--- config.mk ---
export PLATFORM = sky130hd
export DESIGN_NAME = sram_access_ctrl
export DESIGN_NICKNAME = d
export VERILOG_FILES = /design/src/rtl/sram_access_ctrl.sv
export SDC_FILE = /design/constraint.sdc
export NUM_CORES = 1
export LEC_CHECK = 0
export CORE_UTILIZATION = 36
export CTS_BUF_LIST = sky130_fd_sc_hd__clkbuf_16
export CTS_CLUSTER_SIZE = 14
export DETAILED_ROUTE_END_ITERATION = 12
export GPL_TIMING_DRIVEN = 0
export HOLD_SLACK_MARGIN = 0.15
export PLACE_DENSITY = 0.77
export SYNTH_ARGS = -nofsm -noshare
export SYNTH_HDL_FRONTEND = slang
export SYNTH_SLANG_ARGS = --single-unit
--- constraint.sdc ---
create_clock -name clk -period 2 [get_ports clk]
set_clock_uncertainty 0.2 [all_clocks]
set_input_delay 0.4 -clock clk [delete_from_list [all_inputs] [get_ports clk]]
set_output_delay 0.4 -clock clk [all_outputs]
set_load 0.01 [all_outputs]
--- src/rtl/sram_access_ctrl.sv ---
// Memory-stage front end sequencing single word accesses to a multi-cycle SRAM,
// holding the pipeline frozen (ready=0) until the access completes.
// Optional build macro MEM_ALIGN_CHECK_EN adds the `misaligned` output and skips
// the SRAM for byte addresses that are not word aligned.
module sram_access_ctrl #(
   parameter int ADDR_W      = 32,
   parameter int DATA_W      = 32,
   parameter int MEM_BASE    = 1024,
   parameter int SRAM_ADDR_W = 16,
   parameter int WAIT_CYCLES = 5
) (
   input  logic                   clk,
   input  logic                   rst,
   input  logic                   MEM_R_EN,
   input  logic                   MEM_W_EN,
   input  logic [ADDR_W-1:0]      ALU_Res,
   input  logic [DATA_W-1:0]      Val_Rm,
   output logic [DATA_W-1:0]      out,
   output logic                   ready,
   output logic [SRAM_ADDR_W-1:0] sram_addr,
   output logic [DATA_W-1:0]      sram_wdata,
   input  logic [DATA_W-1:0]      sram_rdata,
   output logic                   sram_we_n,
   output logic                   sram_oe_n
`ifdef MEM_ALIGN_CHECK_EN
   ,
   output logic                   misaligned
`endif
);

   localparam logic [1:0] IDLE   = 2'd0;
   localparam logic [1:0] ACCESS = 2'd1;
   localparam logic [1:0] DONE   = 2'd2;

   localparam int          CNT_W    = 4;
   localparam logic [CNT_W-1:0] CNT_INIT = CNT_W'(WAIT_CYCLES - 1);

   logic [1:0]             state_q, state_d;
   logic [CNT_W-1:0]       cnt_q, cnt_d;
   logic                   op_wr_q, op_wr_d;
   logic [DATA_W-1:0]      out_q, out_d;
   logic [SRAM_ADDR_W-1:0] addr_q, addr_d;
   logic [DATA_W-1:0]      wdata_q, wdata_d;
   logic                   we_n_q, we_n_d;
   logic                   oe_n_q, oe_n_d;

   logic                   req;
   logic                   skip;
   logic [ADDR_W-1:0]      offset;
   logic [SRAM_ADDR_W-1:0] word_addr;
   logic                   unused_bits;

   assign req       = MEM_R_EN | MEM_W_EN;
   // Unsigned subtract: addresses below MEM_BASE wrap silently.
   assign offset    = ALU_Res - ADDR_W'(MEM_BASE);
   assign word_addr = offset[SRAM_ADDR_W+1:2];
   assign unused_bits = ^{offset[ADDR_W-1:SRAM_ADDR_W+2], offset[1:0]};

`ifdef MEM_ALIGN_CHECK_EN
   logic mis_q, mis_d;
   assign skip       = (ALU_Res[1:0] != 2'b00);
   assign mis_d      = (state_q == IDLE) && req && skip;
   assign misaligned = mis_q;

   always_ff @(posedge clk or negedge rst) begin
      if (!rst) mis_q <= 1'b0;
      else      mis_q <= mis_d;
   end
`else
   assign skip = 1'b0;
`endif

   // Ready is forced high during reset so an aborted access never freezes the pipe.
   assign ready = !rst || (state_q == DONE) || ((state_q == IDLE) && !req);

   always_comb begin
      state_d = state_q;
      cnt_d   = cnt_q;
      op_wr_d = op_wr_q;
      out_d   = out_q;
      addr_d  = addr_q;
      wdata_d = wdata_q;
      we_n_d  = we_n_q;
      oe_n_d  = oe_n_q;
      case (state_q)
         IDLE: begin
            if (req) begin
               if (skip) begin
                  state_d = DONE;
               end else begin
                  addr_d  = word_addr;
                  wdata_d = Val_Rm;
                  op_wr_d = MEM_W_EN;
                  cnt_d   = CNT_INIT;
                  we_n_d  = !MEM_W_EN;
                  oe_n_d  = MEM_W_EN;
                  state_d = ACCESS;
               end
            end
         end
         ACCESS: begin
            if (cnt_q != '0) begin
               cnt_d = cnt_q - 1'b1;
            end else begin
               if (!op_wr_q) out_d = sram_rdata;
               we_n_d  = 1'b1;
               oe_n_d  = 1'b1;
               state_d = DONE;
            end
         end
         // A request still asserted here belongs to the instruction just retired.
         DONE:    state_d = IDLE;
         default: state_d = IDLE;
      endcase
   end

   always_ff @(posedge clk or negedge rst) begin
      if (!rst) begin
         state_q <= IDLE;
         cnt_q   <= '0;
         op_wr_q <= 1'b0;
         out_q   <= '0;
         addr_q  <= '0;
         wdata_q <= '0;
         we_n_q  <= 1'b1;
         oe_n_q  <= 1'b1;
      end else begin
         state_q <= state_d;
         cnt_q   <= cnt_d;
         op_wr_q <= op_wr_d;
         out_q   <= out_d;
         addr_q  <= addr_d;
         wdata_q <= wdata_d;
         we_n_q  <= we_n_d;
         oe_n_q  <= oe_n_d;
      end
   end

   assign out        = out_q;
   assign sram_addr  = addr_q;
   assign sram_wdata = wdata_q;
   assign sram_we_n  = we_n_q;
   assign sram_oe_n  = oe_n_q;

endmodule

==> impl_results.md <==
- Starting Density: 37.7%
- Hold Crit Class: flip-flop to flip-flop
- GRT Residual Overflow: 0
- Per-cell routed wire length: 15.2 um
- Async SR Flop Fraction: 100%
- Final ANT Viol Nets: 0
- Critical Path Fanout Max: 3
- Total number of vias: 2,578
- GRT Overall Usage: 16.7%
- Clock root buffer: clkbuf_16
- Maximum clock path buffer count: 2
- Sink Count: 89
- Slew headroom: 57.0%
- I/O Buffers: 166
- Fin. max-slew vios: 0
- Most common cell after layout, fill and taps aside: clkdlybuf4s50_1
- GPL Wtd Cong: 0.793
- Critical path startpoint: rst
- CTS Buf Count: 9
- Netlist Area Pre-Place: 3550 um2
- Flops & latches, synth: 89
- # DRC: 0
- Worst r2r src: cnt_q[0]
- Post-synth EDFFs: 0
- Final Critical Period: 1.96 ns
- Antenna cells: 0
- Number of max-cap violations: 0
- Primary FF master, synth: dfrtp_1
- Die height: 101 um
- Fin cells: 550
- Register area share after synthesis: 62.7%
- Synth cell types: 34
- First-pass GRT wire length: 13,100 um
- Synth Instances: 233
- Chip width: 101 um
- Vias/cell: 4.69
- Final net count: 518
- First-pass DRT Iterations: 4
- Critical Path Start Type: input pin
- Worst-case reg-to-reg path depth: 7
- Area Growth Syn to Fin: 63.3%
- Final hold vios: 0
- Vias in the first global route: 2,724
- Setup Viol. Count Final: 0
- Clk_lat worst skew: 0.33 ns
- Clk slew on worst S/H paths: 0.06 ns
- Initial antenna violation count: 0
- Tot Pwr: 9050 uW
- Worst R2R Setup Slack: 0.14 ns
- Worst R2R End: out[8]
- CTS tree: built
- CP arrival: 1.36 ns
- DRT iter0 DRCs: 52
- Final period util: 98.1%
- VDD IR-drop max: 0.000723 V
- Most frequent cells in the layout: clkdlybuf4s50_1 (160), dfrtp_1 (87), mux2_2 (73)
- Syn_nets: 335
- Actual slew at the worst max-slew pin: 0.643 ns
- Status: completed
- Placed cell count: 529
- Max Clock Freq: 510 MHz
- HPWL Detailed: 6300 um
- RSZ-0062 raised after global routing: false
- Pwr Density: 1560 nW/um2
- P_leak: 0.00240 uW
- Die area: 10,300 um2
- Critical Path Sink: ready
- DRT Wirelength: 8350 um
- Layout cells sized above 1: 27.3%
- Area of the core: 9420 um2
- CP endpoint kind: output pin
- Req. time, crit path: 1.40 ns
- Setup CP Type: input pin to output pin
- Average size of a mapped cell: 15.3 um2
- Row count: 35
- Largest net degree at the start of global routing: 53
- Synth warn: 0
- H-tree depth: 3
- I/O pin count: 183
layout make-up:
class | instances | area (um2)
clock inverter | 7 | 70.1
multi-input combinational | 131 | 1270
buffer | 8 | 88.8
inverter | 5 | 18.8
sequential | 89 | 2230
clock buffer | 9 | 225
fill | 746 | 3610
timing repair buffer | 172 | 1740
tap | 129 | 161
how the worst min path moves through the flow:
stage / start / end / slack, ns / cells past startpoint
finish: out[7] / out[7] / 0.29 / 1
global route: out[7] / out[7] / 0.30 / 1
CTS: rst / out[5] / -0.14 / 1
detailed placement: rst / out[5] / 0.21 / 1
global placement: out[6] / out[6] / 0.27 / 1
floorplan: rst / cnt_q[0] / -0.1 / 0
critical path, cell delays in order:
cell and delay, ns:
dlygate4sd3_1 0.56, buf_6 0.15, o21ai_0 0.08, clkbuf_2 0.16
flip-flops by register name, summed over array words and instances, names as in the netlist:
signal and count:
sram_addr 16, op_wr_q 1, out 32, sram_oe_n 1, sram_we_n 1, cnt_q 4
sram_wdata 32, state_q 2
timing repair:
item                                    in CTS  in global routing
endpoints found under the hold margin       35                 37
endpoints found under the setup margin      36                 38
pin swaps                                    2                  2
resized for setup                           10                 13
setup buffers                                3                  0
cell usage after synthesis (3+ instances only):
| cell | instances | share of area (%) |
|---|---|---|
| a31oi_1 | 4 | 0.70 |
| dfrtp_1 | 87 | 61 |
| o31ai_1 | 3 | 0.63 |
| nor2_1 | 3 | 0.32 |
| a21oi_1 | 6 | 0.85 |
| nor3b_1 | 3 | 0.63 |
| buf_4 | 5 | 1.1 |
| o21ai_0 | 6 | 0.85 |
| or3_1 | 5 | 0.88 |
| mux2_2 | 73 | 23 |
| inv_1 | 5 | 0.53 |
metrics by stage:
stage	util (%)	worst slack [ns]	setup TNS (ns)	hold WS [ns]	area [um2]
3_3_place_gp	57.1	-3.52	-273.21	0.268	5380
6_report	61.6	0.0373	0	0.293	5800
4_1_cts	60.9	-0.00809	-0.0329	-0.143	5740
3_5_place_dp	57.4	-0.572	-14.83	0.212	5400
5_1_grt	61.6	0.0117	0	0.301	5800
2_1_floorplan	-	0.168	0	-0.0956	3550
layer usage:
layer | vias up | track usage (%) | share of wire [%] | wire length, um
met2 | 125 | 27.9 | 48 | 4030
li1 | 1203 | - | - | -
met4 | 0 | 5.91 | 1.0 | 84
met5 | - | 0 | 0 | 0
met1 | 1241 | 19.5 | 41 | 3460
met3 | 9 | 6.63 | 9.2 | 765
power by group:
part	switching (uW)	internal, uW
Sequential	498	2730
Combinational	1550	2630
Clock	680	965
cells by family (layout without fill, tap and decap cells):
family / count (synthesis) / in the layout / synth area share, %
AOI/OAI and AO/OA: 25 / 25 / 4.40
buffers and inverters: 13 / 201 / 2.18
DFF: 89 / 89 / 62.7
muxes: 76 / 76 / 24.0
adders and majority gates: 2 / 2 / 0.704
and+or+nand+nor: 26 / 26 / 5.42
xor gates and xnor gates: 2 / 2 / 0.493
Power figures use the tool's default switching activity.
